## src/rtl/cnn_pkg.sv

```systemverilog
// Shared CNN constants and the argmax-stage FSM state type.
package cnn_pkg;

    localparam int unsigned CNN_DATA_WIDTH  = 16;
    localparam int unsigned CNN_NUM_CLASSES = 64;

    typedef enum logic [1:0] {
        StIdle,
        StScan,
        StDrop,
        StReport
    } e_argmax_state;

endpackage

```

## src/rtl/class_argmax.sv

```systemverilog
// Streaming argmax over one frame of signed class scores; reports the winning index,
// its score, the margin to the runner-up and a frame-length error flag.
module class_argmax
    import cnn_pkg::*;
#(
    parameter int unsigned DATA_WIDTH  = CNN_DATA_WIDTH,
    parameter int unsigned NUM_CLASSES = CNN_NUM_CLASSES,
    parameter int unsigned IDX_WIDTH   = $clog2(NUM_CLASSES)
) (
    input  logic                  clk,
    input  logic                  rst,
    input  logic                  clk_en,
    input  logic [DATA_WIDTH-1:0] i_data,
    input  logic                  i_valid,
    input  logic                  i_sop,
    input  logic                  i_eop,
    output logic                  o_ready,
    output logic                  o_valid,
    output logic [IDX_WIDTH-1:0]  o_class,
    output logic [DATA_WIDTH-1:0] o_max,
    output logic [DATA_WIDTH:0]   o_margin,
    output logic                  o_err
);

    localparam int unsigned CNT_WIDTH = $clog2(NUM_CLASSES + 1);
    localparam logic [CNT_WIDTH-1:0] CNT_FULL = CNT_WIDTH'(NUM_CLASSES);
    localparam logic signed [DATA_WIDTH-1:0] MOST_NEG = {1'b1, {(DATA_WIDTH-1){1'b0}}};

    e_argmax_state state_q, state_d;

    logic signed [DATA_WIDTH-1:0] best_q, best_d, second_q, second_d;
    logic [IDX_WIDTH-1:0]         idx_q, idx_d;
    logic [CNT_WIDTH-1:0]         cnt_q, cnt_d;

    logic                         valid_q, valid_d, ready_q, ready_d, err_q, err_d;
    logic [IDX_WIDTH-1:0]         class_q, class_d;
    logic signed [DATA_WIDTH-1:0] max_q, max_d;
    logic [DATA_WIDTH:0]          margin_q, margin_d;

    logic                         accept, full, report, rep_err;
    logic signed [DATA_WIDTH-1:0] score, upd_best, upd_second, rep_best, rep_second;
    logic [IDX_WIDTH-1:0]         upd_idx, rep_idx;

    assign score  = $signed(i_data);
    assign accept = i_valid && ready_q && clk_en;
    assign full   = (cnt_q == CNT_FULL);

    always_ff @(posedge clk or posedge rst) begin
        if (rst) begin
            state_q <= StIdle;
        end else if (clk_en) begin
            state_q <= state_d;
        end
    end

    always_comb begin
        state_d = state_q;
        case (state_q)
            StIdle: begin
                if (accept && i_sop) state_d = i_eop ? StReport : StScan;
            end
            StScan: begin
                if (accept) begin
                    if (i_eop)      state_d = StReport;
                    else if (i_sop) state_d = StScan;
                    else if (full)  state_d = StDrop;
                end
            end
            StDrop: begin
                if (accept) begin
                    if (i_eop)      state_d = StReport;
                    else if (i_sop) state_d = StScan;
                end
            end
            StReport: state_d = StIdle;
            default:  state_d = StIdle;
        endcase
    end

    // Strictly-greater compare keeps the lowest index on ties; a tie lands in second.
    always_comb begin
        upd_best   = best_q;
        upd_second = second_q;
        upd_idx    = idx_q;
        if (score > best_q) begin
            upd_best   = score;
            upd_second = best_q;
            upd_idx    = IDX_WIDTH'(cnt_q);
        end else if (score > second_q) begin
            upd_second = score;
        end
    end

    always_comb begin
        best_d     = best_q;
        second_d   = second_q;
        idx_d      = idx_q;
        cnt_d      = cnt_q;
        report     = 1'b0;
        rep_best   = best_q;
        rep_second = second_q;
        rep_idx    = idx_q;
        rep_err    = 1'b1;
        // ready_q is low in StReport, so an accepted sop always (re)starts a frame.
        if (accept && i_sop) begin
            best_d   = score;
            second_d = MOST_NEG;
            idx_d    = '0;
            cnt_d    = CNT_WIDTH'(1);
            if (i_eop) begin
                report     = 1'b1;
                rep_best   = score;
                rep_second = score;
                rep_idx    = '0;
            end
        end else if (accept && state_q == StScan) begin
            if (!full) begin
                best_d     = upd_best;
                second_d   = upd_second;
                idx_d      = upd_idx;
                cnt_d      = cnt_q + CNT_WIDTH'(1);
                rep_best   = upd_best;
                rep_second = upd_second;
                rep_idx    = upd_idx;
                rep_err    = (cnt_q + CNT_WIDTH'(1)) != CNT_FULL;
            end
            report = i_eop;
        end else if (accept && state_q == StDrop) begin
            report = i_eop;
        end
    end

    always_comb begin
        valid_d  = report;
        ready_d  = (state_d != StReport);
        class_d  = class_q;
        max_d    = max_q;
        margin_d = margin_q;
        err_d    = err_q;
        if (report) begin
            class_d  = rep_idx;
            max_d    = rep_best;
            margin_d = {rep_best[DATA_WIDTH-1], rep_best}
                     - {rep_second[DATA_WIDTH-1], rep_second};
            err_d    = rep_err;
        end
    end

    always_ff @(posedge clk or posedge rst) begin
        if (rst) begin
            best_q   <= '0;
            second_q <= MOST_NEG;
            idx_q    <= '0;
            cnt_q    <= '0;
            valid_q  <= 1'b0;
            ready_q  <= 1'b1;
            class_q  <= '0;
            max_q    <= '0;
            margin_q <= '0;
            err_q    <= 1'b0;
        end else if (clk_en) begin
            best_q   <= best_d;
            second_q <= second_d;
            idx_q    <= idx_d;
            cnt_q    <= cnt_d;
            valid_q  <= valid_d;
            ready_q  <= ready_d;
            class_q  <= class_d;
            max_q    <= max_d;
            margin_q <= margin_d;
            err_q    <= err_d;
        end
    end

    assign o_ready  = ready_q;
    assign o_valid  = valid_q;
    assign o_class  = class_q;
    assign o_max    = max_q;
    assign o_margin = margin_q;
    assign o_err    = err_q;

endmodule

```

## config.mk

```make
export PLATFORM = sky130hd
export DESIGN_NAME = class_argmax
export DESIGN_NICKNAME = d
export VERILOG_FILES = /design/src/rtl/cnn_pkg.sv /design/src/rtl/class_argmax.sv
export SDC_FILE = /design/constraint.sdc
export NUM_CORES = 1
export LEC_CHECK = 0
export ABC_AREA = 1
export BUFFER_PORTS_ARGS = -buffer_cell sky130_fd_sc_hd__buf_2
export CAP_MARGIN = 40
export CORE_ASPECT_RATIO = 1.4
export CORE_MARGIN = 3
export CORE_UTILIZATION = 60
export DETAILED_ROUTE_END_ITERATION = 16
export PLACE_DENSITY = 0.81
export SYNTH_ARGS = -nofsm -noshare
export SYNTH_HDL_FRONTEND = slang
export SYNTH_SLANG_ARGS = --single-unit
```

## constraint.sdc

```tcl
create_clock -name clk -period 4.03 [get_ports clk]
set_clock_uncertainty 0.1 [all_clocks]
set_input_delay 0.806 -clock clk [delete_from_list [all_inputs] [get_ports clk]]
set_output_delay 0.806 -clock clk [all_outputs]
set_load 0.05 [all_outputs]
```

==> out/summary.txt <==
initial core utilization = 62.2%
CP endpoint = o_margin[13]
Critical Path Stages = 28
first-pass GRT wire length = 30700 um
max-cap violations = 0
DRT Pass-1 Iters = 6
Worst Reg-to-Reg Cells = 28
initial DRC count = 751
yosys warns = 0
I/O pins = 64
RSZ-0062 raised after global routing = yes
dominant synthesized flop cell = dfrtp_1
Rel. slew slack = 66.2%
Worst IR Drop VDD = 0.760 mV
via/cell ratio = 5.75
H-tree lvl count = 3
share of the synthesized area in the top cell type = 33.5%
critical path type = input pin to flop
mux cell area share after synthesis = 0%
Post-Synth Simple-Gate Area = 32.9%
total routed wirelength = 19500 um
DRC Markers = 0
fin crit period = 3.93 ns
most frequent cell on the critical path = nand2_1
share of post-route cells with drive strength above 1 = 27.2%
diodes inserted = 0
worst-margin pin slew = 0.507 ns
Clock Latency Late Sink = 0.35 ns
crit path launch type = input pin
Crit Path Max Fanout = 6
Cell Rows = 44
Fin. Hold Viols = 0
largest net degree at the start of global routing = 57
critical path's slowest cell = ha_1
cell accounting for the most synthesized area = dfrtp_1
routed via count = 6883
final setup fails = 0
setup TNS = 0 ns
pwr dens = 944 nW/um^2
count leader, synth = nand2_1
Synthesized Nets = 986
Syn-to-layout area delta = 28.5%
Hold Buf Count CTS = 0
post-synthesis xor/xnor area fraction = 1.75%
RR Startpoint = second_q[15]
post-detail-place hpwl = 13600 um
die width = 94.0 um
clock-pin slew on the worst setup and hold paths = 0.06 ns
period utilisation layout = 97.4%
Netlist Area Pre-Place = 6510 sq um
Max Slew Vio Count = 0
CP Capture Type = flop
clk root buf = clkbuf_16
Die Ht = 129 um
All-Layer GR Usage = 31.5%
Post-synth EDFFs = 0
setup slack, reg-to-reg = 0.11 ns
Max Root-Sink Buffers = 2
required time worst endpoint = 4.16 ns
Post-Syn Instances = 912
slowest stage delay, CP = 0.29 ns
core footprint = 10500 sq um
Post-synth top cells = nand2_1, inv_1, dfrtp_1
largest family of logic cells by synthesized area = simple AND/OR/NAND/NOR gates
Final #Nets = 1129
Compound-Gate Fraction of Synth Area = 10.9%
fmax = 255 MHz
WP buf/inv = 6
hold_ws = 0.259 ns
Final Wtd Congestion = 0.973
Leakage Power = 4.44 nW
Die ar. = 12100 sq um
FILL cells = 731
Layout Cells excl Fill = 1198
Sink Count = 89
vias in the first global route = 6588
Cell variety after synth = 43
outcome = finished, final reports clean
Buffers on Ports = 63
Routed Antenna Nets = 0
Synth area leaders = dfrtp_1, nand2_1, ha_1, inv_1, nand3_1
share of synthesized flip-flops with an asynchronous set or reset = 100%
initial antenna violation count = 0
Critical Path AT = 4.06 ns
critical path startpoint = i_data[14]
gr ovfl total = 0
reg-to-reg endpoint = o_margin[13]
Yosys reg bits = 89
register area share after synthesis = 34.3%
Wirelength per Cell = 16.2 um
CTS Buf Count = 9
worst hold path type = input pin to async pin
post-synthesis adder-cell area fraction = 10.1%
Crit path max-delay family = simple AND/OR/NAND/NOR gates
DP Cell Count = 1173
TritonCTS clock tree = built
Avg Inst Size Synth = 7.14 sq um
area by class of cell:
cell class | instances | area (sq um) | share of cell area (%)
clock buffer | 11 | 233 | 2.78
clock inverter | 5 | 80.1 | 0.958
inverter | 119 | 448 | 5.36
multi-input combinational | 666 | 4010 | 48.0
sequential | 89 | 2230 | 26.7
tap | 138 | 173 | 2.07
timing repair buffer | 170 | 1180 | 14.1
metrics by stage:
stage               cell area (sq um)  setup slack (ns)  total power, mW  util (%)
global placement                 7540            -0.255             6.16      72.1
detailed placement               7570            -0.385             6.26      72.4
global route                     8360            -0.122             8.50      79.9
CTS                              7890            0.0139             7.23      75.4
floorplan                        6510            0.0756             4.69         -
finish                           8360             0.104             7.89      79.9
cell usage in the layout, fill, tap and decap left out, types with 2 or more instances in the layout:
| master | n |
|---|---|
| nand2_1 | 241 |
| inv_1 | 112 |
| buf_4 | 99 |
| dfrtp_1 | 87 |
| buf_2 | 63 |
| nor2_1 | 60 |
| nand3_1 | 59 |
| a21oi_1 | 40 |
| nand4_1 | 40 |
| ha_1 | 35 |
| o21ai_0 | 34 |
| nand2_2 | 21 |
| o22ai_1 | 20 |
| nor2_2 | 17 |
| nand3_2 | 16 |
| ha_4 | 16 |
| clkbuf_16 | 9 |
| o21ai_1 | 8 |
| a21oi_2 | 8 |
| xor2_1 | 7 |
| inv_2 | 5 |
| xnor2_1 | 5 |
| nor3_1 | 5 |
| buf_6 | 5 |
| o21ai_2 | 3 |
| nand3_4 | 3 |
| nand4_2 | 3 |
| o211ai_1 | 2 |
| clkinv_2 | 2 |
| o21a_1 | 2 |
| a21o_1 | 2 |
| o21bai_1 | 2 |
| clkbuf_1 | 2 |
| bufinv_16 | 2 |
| clkinvlp_4 | 2 |
| dfstp_2 | 2 |
| buf_12 | 2 |
kinds of logic (layout without fill, tap and decap cells):
kind of cell    Yosys count  count (layout)
simple gates            472             472
xor+xnor                 13              13
fa+ha+maj                52              52
buf+inv                 157             305
flops                    89              89
compound gates          129             129
worst min path at each step:
stage               depth (start not counted)            to
finish                                      2    o_class[1]
global route                                2  o_margin[12]
CTS                                         2    o_class[1]
detailed placement                          2      o_max[7]
global placement                            2     o_max[10]
floorplan                                   2   second_q[1]
per-layer routing:
layer	vias up	share of wire (%)	track usage [%]
met4	0	2.8	11.1
met5	-	0	0
met1	3205	40	41.6
met3	53	7.8	3.60
li1	3287	-	-
met2	338	50	53.6
state kept, by name, indices dropped and copies added (netlist names):
name      cells
o_margin     17
o_class       6
o_valid       1
o_max        16
idx_q         6
state_q       2
cnt_q         7
second_q     16
o_err         1
best_q       16
o_ready       1
power breakdown:
| group | internal [mW] | total [mW] | switching, mW |
|---|---|---|---|
| registers | 1.28 | 1.52 | 0.237 |
| logic | 2.15 | 5.47 | 3.33 |
| clock network | 0.543 | 0.895 | 0.353 |
timing repair:
item	in CTS	in global routing
pin swaps	0	28
gates resized for setup	3	76
setup endpoints to repair	4	12
buffers inserted	0	10
Note: power is estimated with default switching activity, not from simulation.
